$ cat src/rtl/serial_frame_tx.sv
// serial_frame_tx
//
// Serial frame transmitter. A payload word accepted over a valid/ready
// handshake is sent on a single-bit line as: sync word (MSB first), payload
// (MSB first), an optional even-parity bit, then an idle-low gap.
//
// Optional feature macro: SERIAL_FRAME_TX_PARITY_EN
//   defined   -> PARITY state compiled in, one even-parity bit after payload
//   undefined -> DATA goes straight to GAP
//
// Ports:
//   clock        in   system clock, rising edge
//   reset        in   asynchronous, active-low
//   tx_valid     in   payload offered
//   tx_data      in   payload word, sampled on handshake only
//   tx_ready     out  block can accept a payload (state == IDLE)
//   serial_line  out  serial data, registered
//   busy         out  frame in progress, !tx_ready
//   frame_done   out  registered one-cycle pulse in the frame's last cycle
`timescale 1ns/1ps

module serial_frame_tx #(
    parameter int                  DATA_WIDTH   = 8,
    parameter int                  SYNC_LEN     = 7,
    parameter logic [SYNC_LEN-1:0] SYNC_PATTERN = 7'b1001001,
    parameter int                  GAP_CYCLES   = 2
) (
    input  logic                  clock,
    input  logic                  reset,
    input  logic                  tx_valid,
    input  logic [DATA_WIDTH-1:0] tx_data,
    output logic                  tx_ready,
    output logic                  serial_line,
    output logic                  busy,
    output logic                  frame_done
);

    localparam int SR_W    = SYNC_LEN + DATA_WIDTH;
    localparam int MAX_A   = (SYNC_LEN > DATA_WIDTH) ? SYNC_LEN : DATA_WIDTH;
    localparam int MAX_LEN = (MAX_A > GAP_CYCLES) ? MAX_A : GAP_CYCLES;
    localparam int CNT_W   = $clog2(MAX_LEN + 1);

    localparam logic [CNT_W-1:0] SYNC_LOAD = CNT_W'(SYNC_LEN - 1);
    localparam logic [CNT_W-1:0] DATA_LOAD = CNT_W'(DATA_WIDTH - 1);
    localparam logic [CNT_W-1:0] GAP_LOAD  = CNT_W'(GAP_CYCLES - 1);
    localparam logic             GAP_ONE   = (GAP_CYCLES == 1);

`ifdef SERIAL_FRAME_TX_PARITY_EN
    typedef enum logic [2:0] {IDLE, SYNC, DATA, PARITY, GAP} state_t;
`else
    typedef enum logic [2:0] {IDLE, SYNC, DATA, GAP} state_t;
`endif

    state_t              state_q, state_n;
    logic [CNT_W-1:0]    cnt_q, cnt_n;
    logic [SR_W-1:0]     shreg_q, shreg_n;
    logic                line_n;
    logic                done_n;
`ifdef SERIAL_FRAME_TX_PARITY_EN
    logic                parity_q, parity_n;
`endif

    assign tx_ready = (state_q == IDLE);
    assign busy     = ~tx_ready;

    always_ff @(posedge clock or negedge reset) begin
        if (!reset) begin
            state_q     <= IDLE;
            cnt_q       <= '0;
            shreg_q     <= '0;
            serial_line <= 1'b0;
            frame_done  <= 1'b0;
`ifdef SERIAL_FRAME_TX_PARITY_EN
            parity_q    <= 1'b0;
`endif
        end else begin
            state_q     <= state_n;
            cnt_q       <= cnt_n;
            shreg_q     <= shreg_n;
            serial_line <= line_n;
            frame_done  <= done_n;
`ifdef SERIAL_FRAME_TX_PARITY_EN
            parity_q    <= parity_n;
`endif
        end
    end

    // The line is registered, so each branch computes the bit for the
    // *next* cycle. Sync and payload share one shift register loaded with
    // {sync, payload}; its MSB is the next bit to emit. The counter holds the
    // cycles remaining in the current state and reloads on every entry.
    always_comb begin
        state_n  = state_q;
        cnt_n    = cnt_q;
        shreg_n  = shreg_q;
        line_n   = 1'b0;
        done_n   = 1'b0;
`ifdef SERIAL_FRAME_TX_PARITY_EN
        parity_n = parity_q;
`endif
        case (state_q)
            IDLE: begin
                if (tx_valid) begin
                    state_n  = SYNC;
                    cnt_n    = SYNC_LOAD;
                    line_n   = SYNC_PATTERN[SYNC_LEN-1];
                    shreg_n  = {SYNC_PATTERN, tx_data} << 1;
`ifdef SERIAL_FRAME_TX_PARITY_EN
                    parity_n = ^tx_data;
`endif
                end
            end
            SYNC: begin
                // The exit edge already emits the first payload bit.
                line_n  = shreg_q[SR_W-1];
                shreg_n = shreg_q << 1;
                if (cnt_q == '0) begin
                    state_n = DATA;
                    cnt_n   = DATA_LOAD;
                end else begin
                    cnt_n = cnt_q - CNT_W'(1);
                end
            end
            DATA: begin
                if (cnt_q == '0) begin
`ifdef SERIAL_FRAME_TX_PARITY_EN
                    state_n = PARITY;
                    cnt_n   = '0;
                    line_n  = parity_q;
`else
                    state_n = GAP;
                    cnt_n   = GAP_LOAD;
                    done_n  = GAP_ONE;
`endif
                end else begin
                    line_n  = shreg_q[SR_W-1];
                    shreg_n = shreg_q << 1;
                    cnt_n   = cnt_q - CNT_W'(1);
                end
            end
`ifdef SERIAL_FRAME_TX_PARITY_EN
            PARITY: begin
                state_n = GAP;
                cnt_n   = GAP_LOAD;
                done_n  = GAP_ONE;
            end
`endif
            GAP: begin
                if (cnt_q == '0) begin
                    state_n = IDLE;
                    cnt_n   = '0;
                end else begin
                    cnt_n  = cnt_q - CNT_W'(1);
                    // Pulse lands in the final gap cycle.
                    done_n = (cnt_q == CNT_W'(1));
                end
            end
            default: begin
                state_n = IDLE;
                cnt_n   = '0;
            end
        endcase
    end

endmodule

$ cat config.mk
export PLATFORM = sky130hd
export DESIGN_NAME = serial_frame_tx
export DESIGN_NICKNAME = d
export VERILOG_FILES = /design/src/rtl/serial_frame_tx.sv
export SDC_FILE = /design/constraint.sdc
export NUM_CORES = 1
export LEC_CHECK = 0
export BUFFER_PORTS_ARGS = -buffer_cell sky130_fd_sc_hd__buf_2
export CAP_MARGIN = 40
export CORE_MARGIN = 2
export CORE_UTILIZATION = 51
export DETAILED_ROUTE_END_ITERATION = 12
export GPL_TIMING_DRIVEN = 0
export PLACE_DENSITY_LB_ADDON = 0.3
export SLEW_MARGIN = 20
export SYNTH_ARGS = -nofsm -noshare
export SYNTH_HDL_FRONTEND = slang
export SYNTH_SLANG_ARGS = --single-unit
$ cat constraint.sdc
create_clock -name clock -period 1.9 [get_ports clock]
set_input_delay 0.095 -clock clock [delete_from_list [all_inputs] [get_ports clock]]
set_output_delay 0.095 -clock clock [all_outputs]
set_load 0.01 [all_outputs]
Yosys cells after proc, flatten, opt, wreduce, memory -nomap -nowiden:

Index checks and enable logic that the tools add are counted.

* reductions and logical operators: 5
* $add $sub $neg: 1
* bitwise gates (word level): 1
* equality and inequality tests: 9
* muxes and demuxes: 18

Operators with widths (count)
* 15-bit case mux with 3 select lines: 1
* 15-bit two-way mux: 2
* 4-bit two-way mux: 4
* 4-bit case mux with 4 select lines: 1
* 3-bit two-way mux: 4
* 3-bit case mux with 4 select lines: 1
* 2-bit != test (second input constant): 5
* 3-bit by 2-bit == test with 1-bit output (second input constant): 2
* 4-bit by 1-bit == test with 1-bit output (second input constant): 1
* 4-bit zero test: 1
* 1-bit two-way mux: 4
* 4-bit AND reduction: 1
* 4-bit by 1-bit subtractor with 4-bit output (second input constant): 1
* 3-bit by 1-bit == test with 1-bit output (second input constant): 1
* 3-bit zero test: 1
* 1-bit case mux with 3 select lines: 1
* 3-bit AND reduction: 1
* 3-bit nonzero test: 1
* 1-bit inverter: 1

* register bits: 24
* output and inout bits: 4
* word-level logic and storage cells: 39
* bits of input ports: 11

Logic depth before layout (Yosys ltp):

* depth in word-level cells: 3
* gate-level depth with buffers: 6
* depth with buffers taken out: 5

Worst setup path after synthesis:

Ideal clock, no wire load.

* path kind: reg-to-reg
* from: reg state_q[0]
* to: reg shreg_q[4]
* library setup time: 125 ps
* data arrival time: 1844 ps
* path slack: -70 ps
* stages on the path, launching flop included: 7
* required time: 1775 ps
* buffers on the path: 1
* period minus slack after synthesis: 1970 ps
* path through: dfrtp_1 > inv_1 > ha_1 > inv_1 > a221oi_4 > buf_6 > mux2_4

* cells in the longest elaborated chain, start to end: 3

RTL lines
* from (decl): line 54 `state_t state_q, state_n;`
* from (signal assigned): line 77 `state_q <= state_n;`
* 3-bit zero test (*)
* named net tx_ready: line 32 `output logic tx_ready,`
* 2-bit != test (no source line) or 3-bit nonzero test (tied branches)
* 3-bit AND reduction (no source line)
* to (signal assigned): line 79 `shreg_q <= shreg_n;`
* to (decl): line 56 `logic [SR_W-1:0] shreg_q, shreg_n;`

The timed path passes the listed nets; every way through them passes the cells marked *.
A chain may end at the register's enable or synchronous reset.

Final worst setup path:

* from: reg state_q[0]
* to: reg shreg_q[2]

* cells in the longest elaborated chain, start to end: 3

RTL lines
* 3-bit by 2-bit == test with 1-bit output (tied with other cells): line 101 `case (state_q)`
* 2-bit != test (no source line) or 3-bit nonzero test (tied branches)
* 3-bit AND reduction (no source line)

Several ways; a longest one is shown, not always the timed one.

==> impl_summary.md <==
Status
The flow ran to the end, and the final reports show no timing, DRC or antenna violations.

Pwr
The power density of the placed cells is approximately 2100 mW/mm^2. Summed over all cells, the static leakage comes to 0.707 nW. The peak ir drop on the vdd network is 0.00145 V.

Routing
The DRC violation total after the first TritonRoute iteration is 4. The average detailed-routed wire length per instance is 14.7 um. The number of vias after detailed routing is roughly 850. After detailed routing, the number of remaining DRC violations is 0. The average vias per placed instance is 5.46. For this block, the routed nets add up to 2.29 mm of wire.

The count of nets left with antenna violations once routing finished came out at 0. The length of the first detailed-routing pass in iterations is 4.

GRT
The via count of the first global-routing pass is 776. Across every metal layer, demand over resource in global routing totals 0.175. The initial antenna violation count is 0. Entering global routing, the biggest net connects 23 pins. The total congestion overflow after global routing is 0. The first-pass GRT wire length is ~3.6 mm.

Cells and area
The final net count is between 100 and 150. Of the cells placed in the final design, the portion with a size suffix greater than 1 is 0.492. The finished cells cover 0.00149 mm^2. The area growth from synthesis to layout is 22.1%.

The final antenna diode count is 0. The count of cells in the finished layout, fillers not included, comes to around 160. The end-of-flow core utilization is 0.668.

Floorplanning
The count of pins on the block boundary is 15. The die height is 52.9 um. From left edge to right edge, the die measures roughly 53 um.

The standard cell core area is 0.00223 mm^2. The starting utilization of the core area is 0.547. The floorplan row count is 17.

The die covers 0.00280 mm^2.

Logic synthesis
Synthesis instantiated 33 different standard cells from the library. The most used flip-flop cell after synthesis is sky130_fd_sc_hd__dfrtp_1. The share of the Yosys chip area taken by registers is 0.451. In the synthesized netlist, the cells that appear most often are sky130_fd_sc_hd__dfrtp_1 (22), sky130_fd_sc_hd__mux2_2 (12), sky130_fd_sc_hd__inv_1 (7), sky130_fd_sc_hd__nand2_1 (7), sky130_fd_sc_hd__mux2_4 (6).

The cell area after synthesis is 0.00122 mm^2. The average footprint of a synthesized cell is 12.3 um^2. The number of synthesized flops with an enable pin is 0.

The count of synthesis-stage warnings from yosys is 0. After synthesis, the largest family of logic cells by area is multiplexers. Measured against the total synthesized area, the mux share comes to 0.225. The post-synthesis sequential element count is 22.

The share of synthesized area in the top cell type comes to 0.451. In the post-synthesis netlist, the biggest area contributors are sky130_fd_sc_hd__dfrtp_1 (45%), sky130_fd_sc_hd__mux2_2 (11%), sky130_fd_sc_hd__mux2_4 (7.4%). The complex-gate fraction of the synthesized area was 0.129. Of the total synthesized cell area, the portion taken by AND, OR, NAND and NOR gates is 0.0799. Of the total synthesized cell area, the portion taken by XOR and XNOR cells is 0.

Of the total synthesized cell area, the portion taken by full adders, half adders and majority gates is 0.0512. The leading area contributor after synthesis is sky130_fd_sc_hd__dfrtp_1. The post-synthesis async set-or-reset flop share is 1.00.

The most instantiated library cell after synthesis is sky130_fd_sc_hd__dfrtp_1. The cell count after synthesis came out at 99. The number of nets handed over by synthesis was 115.

Placement
The wire-length estimate of the detail-placed layout is roughly 1.5 mm. Including well taps, the total number of placed cells is about 140. The placed standard-cell area is 0.00133 mm^2.

The count of buffers added on input and output ports is 14. The congestion estimate from routability-driven global placement came to around 0.74.

Timing
The portion of the clock cycle consumed by the worst path in the final layout is 0.969. The worst clock skew on the final layout is 0.00272 ns. The hold violation total from the final report is 0.

The worst-case headroom to the max-slew limit is 0.671. Timing would allow up to between 0.5 and 0.6 GHz. The setup TNS is 0 ns. The transition time of the tightest slew-check pin is between 0.4 and 0.5 ns. The total count of max-transition violations in the final report is 0. The post-layout minimum cycle time is approximately 1.8 ns. Setup violations remaining at the end of the flow were counted as 0.

Hold path
The type of the most critical hold path is primary input to flip-flop.

Worst setup path
The setup path with the least slack is of type flip-flop to flip-flop. The signal on the critical path passes through inv_2 -> ha_4 -> and2b_2 -> a221oi_4 -> buf_6 -> mux2_2. The maximum cell stage delay along the critical path is 0.43 ns. On the critical path the largest part of the delay comes from flip-flops. The highest fanout seen on the critical path is 6. The worst path arrival time is just over 2 ns.

The worst setup path is launched from a flip-flop. The standard cell with the maximum stage delay on the critical path is sky130_fd_sc_hd__dfrtp_1. The combined buffer and inverter count along the critical path is 2. Setup slack on the worst reg-to-reg path comes out at 0.06 ns. The endpoint required time on the critical path is between 2 and 2.5 ns. The kind of end point of the critical path is a flip-flop.

Clock network
The number of buffers between clock root and the deepest sink is 2. The number of buffers created by CTS is 3. TritonCTS built the clock tree. In this run the number of H-tree levels came out at 1. The clock sink total is 22.

The cell chosen for the clock root is sky130_fd_sc_hd__clkbuf_4. The CTS clock-pin slew for the worst setup and hold paths is between 0.1 and 0.15 ns. The clock reaches the later pin of the worst-skew pair after 0.31 ns.

Run
The tool flagged a number of max-cap violations equal to 0.
## state kept, by name, summed over array words and instances, names as in the netlist
register and cells:
shreg_q 14, frame_done 1, cnt_q 4, state_q 2
serial_line 1
## repair_timing
action                     CTS  global route
resized for setup            1            11
setup endpoints to repair   12            11
pin swaps                    1             2
hold endpoints to repair    22             0
hold buffers                 1             0
gates cloned                 0             1
buffers inserted             1             9
## worst min-delay path, cell delays in order
cell,delay (ns)
sky130_fd_sc_hd__buf_2,0.11
sky130_fd_sc_hd__o21ai_0,0.09
sky130_fd_sc_hd__o31ai_1,0.06
## cell families (layout without fill, tap and decap cells)
kind of cell	Yosys count	count (layout)
fa+ha+maj	5	5
simple gates	17	17
flops	22	22
buf+inv	13	42
compound gates	19	19
mux	23	23
## layout by cell type, fill, tap and decap left out, types with 2 or more instances in the layout
cell,count
sky130_fd_sc_hd__buf_2,15
sky130_fd_sc_hd__buf_4,11
sky130_fd_sc_hd__buf_6,3
sky130_fd_sc_hd__clkbuf_4,3
sky130_fd_sc_hd__dfrtp_1,21
sky130_fd_sc_hd__ha_1,2
sky130_fd_sc_hd__ha_4,3
sky130_fd_sc_hd__inv_1,5
sky130_fd_sc_hd__inv_2,2
sky130_fd_sc_hd__mux2_2,12
sky130_fd_sc_hd__mux2_4,6
sky130_fd_sc_hd__mux2i_1,5
sky130_fd_sc_hd__nand2_1,7
sky130_fd_sc_hd__nor2_1,2
sky130_fd_sc_hd__nor3_1,2
sky130_fd_sc_hd__o21ai_0,4
sky130_fd_sc_hd__o21bai_1,2
sky130_fd_sc_hd__o31ai_1,2
## where the power goes
group | switching, mW | leakage, nW | internal (mW) | total, mW
registers | 0.115 | 0.272 | 0.688 | 0.803
clock network | 0.146 | 0.0210 | 0.117 | 0.263
logic | 0.906 | 0.414 | 1.17 | 2.08
total | 1.17 | 0.707 | 1.98 | 3.14
## routing by layer
metal  vias to the layer above  share of wire  GRT usage
li1                        413              -          -
met1                       420           0.46      0.239
met2                        14           0.50      0.273
met3                         4          0.021     0.0339
met4                         0          0.013     0.0726
met5                         -              0          0
## area by class of cell
cell class / instances / area, um^2
plain buffers: 5 / 38.8
flip-flops and latches: 22 / 552
well taps: 28 / 35.0
repair buffers: 26 / 166
fillers: 165 / 742
multi-input cells: 64 / 637
clock buffers: 4 / 36.3
inverters: 7 / 26.3
## metrics by stage
stage	setup WS, ns	total power, mW	hold slack [ns]
2_1_floorplan	0.0240	2.25	-0.201
3_3_place_gp	-0.128	2.49	0.0892
3_5_place_dp	-0.155	2.56	0.0836
4_1_cts	0.0196	2.83	0.0598
5_1_grt	-0.0301	3.36	0.0667
6_report	0.0590	3.14	0.0727
## final timing paths
check	from	to	cells past startpoint
min in group asynchronous	reset	frame_done	2
hold / removal	tx_valid	cnt_q[2]	3
setup / recovery	state_q[0]	shreg_q[2]	6
hold reg to reg	shreg_q[1]	shreg_q[1]	1
max in group asynchronous	reset	state_q[1]	2
setup reg to reg	state_q[0]	shreg_q[2]	6
(Power assumes the default switching activity.)
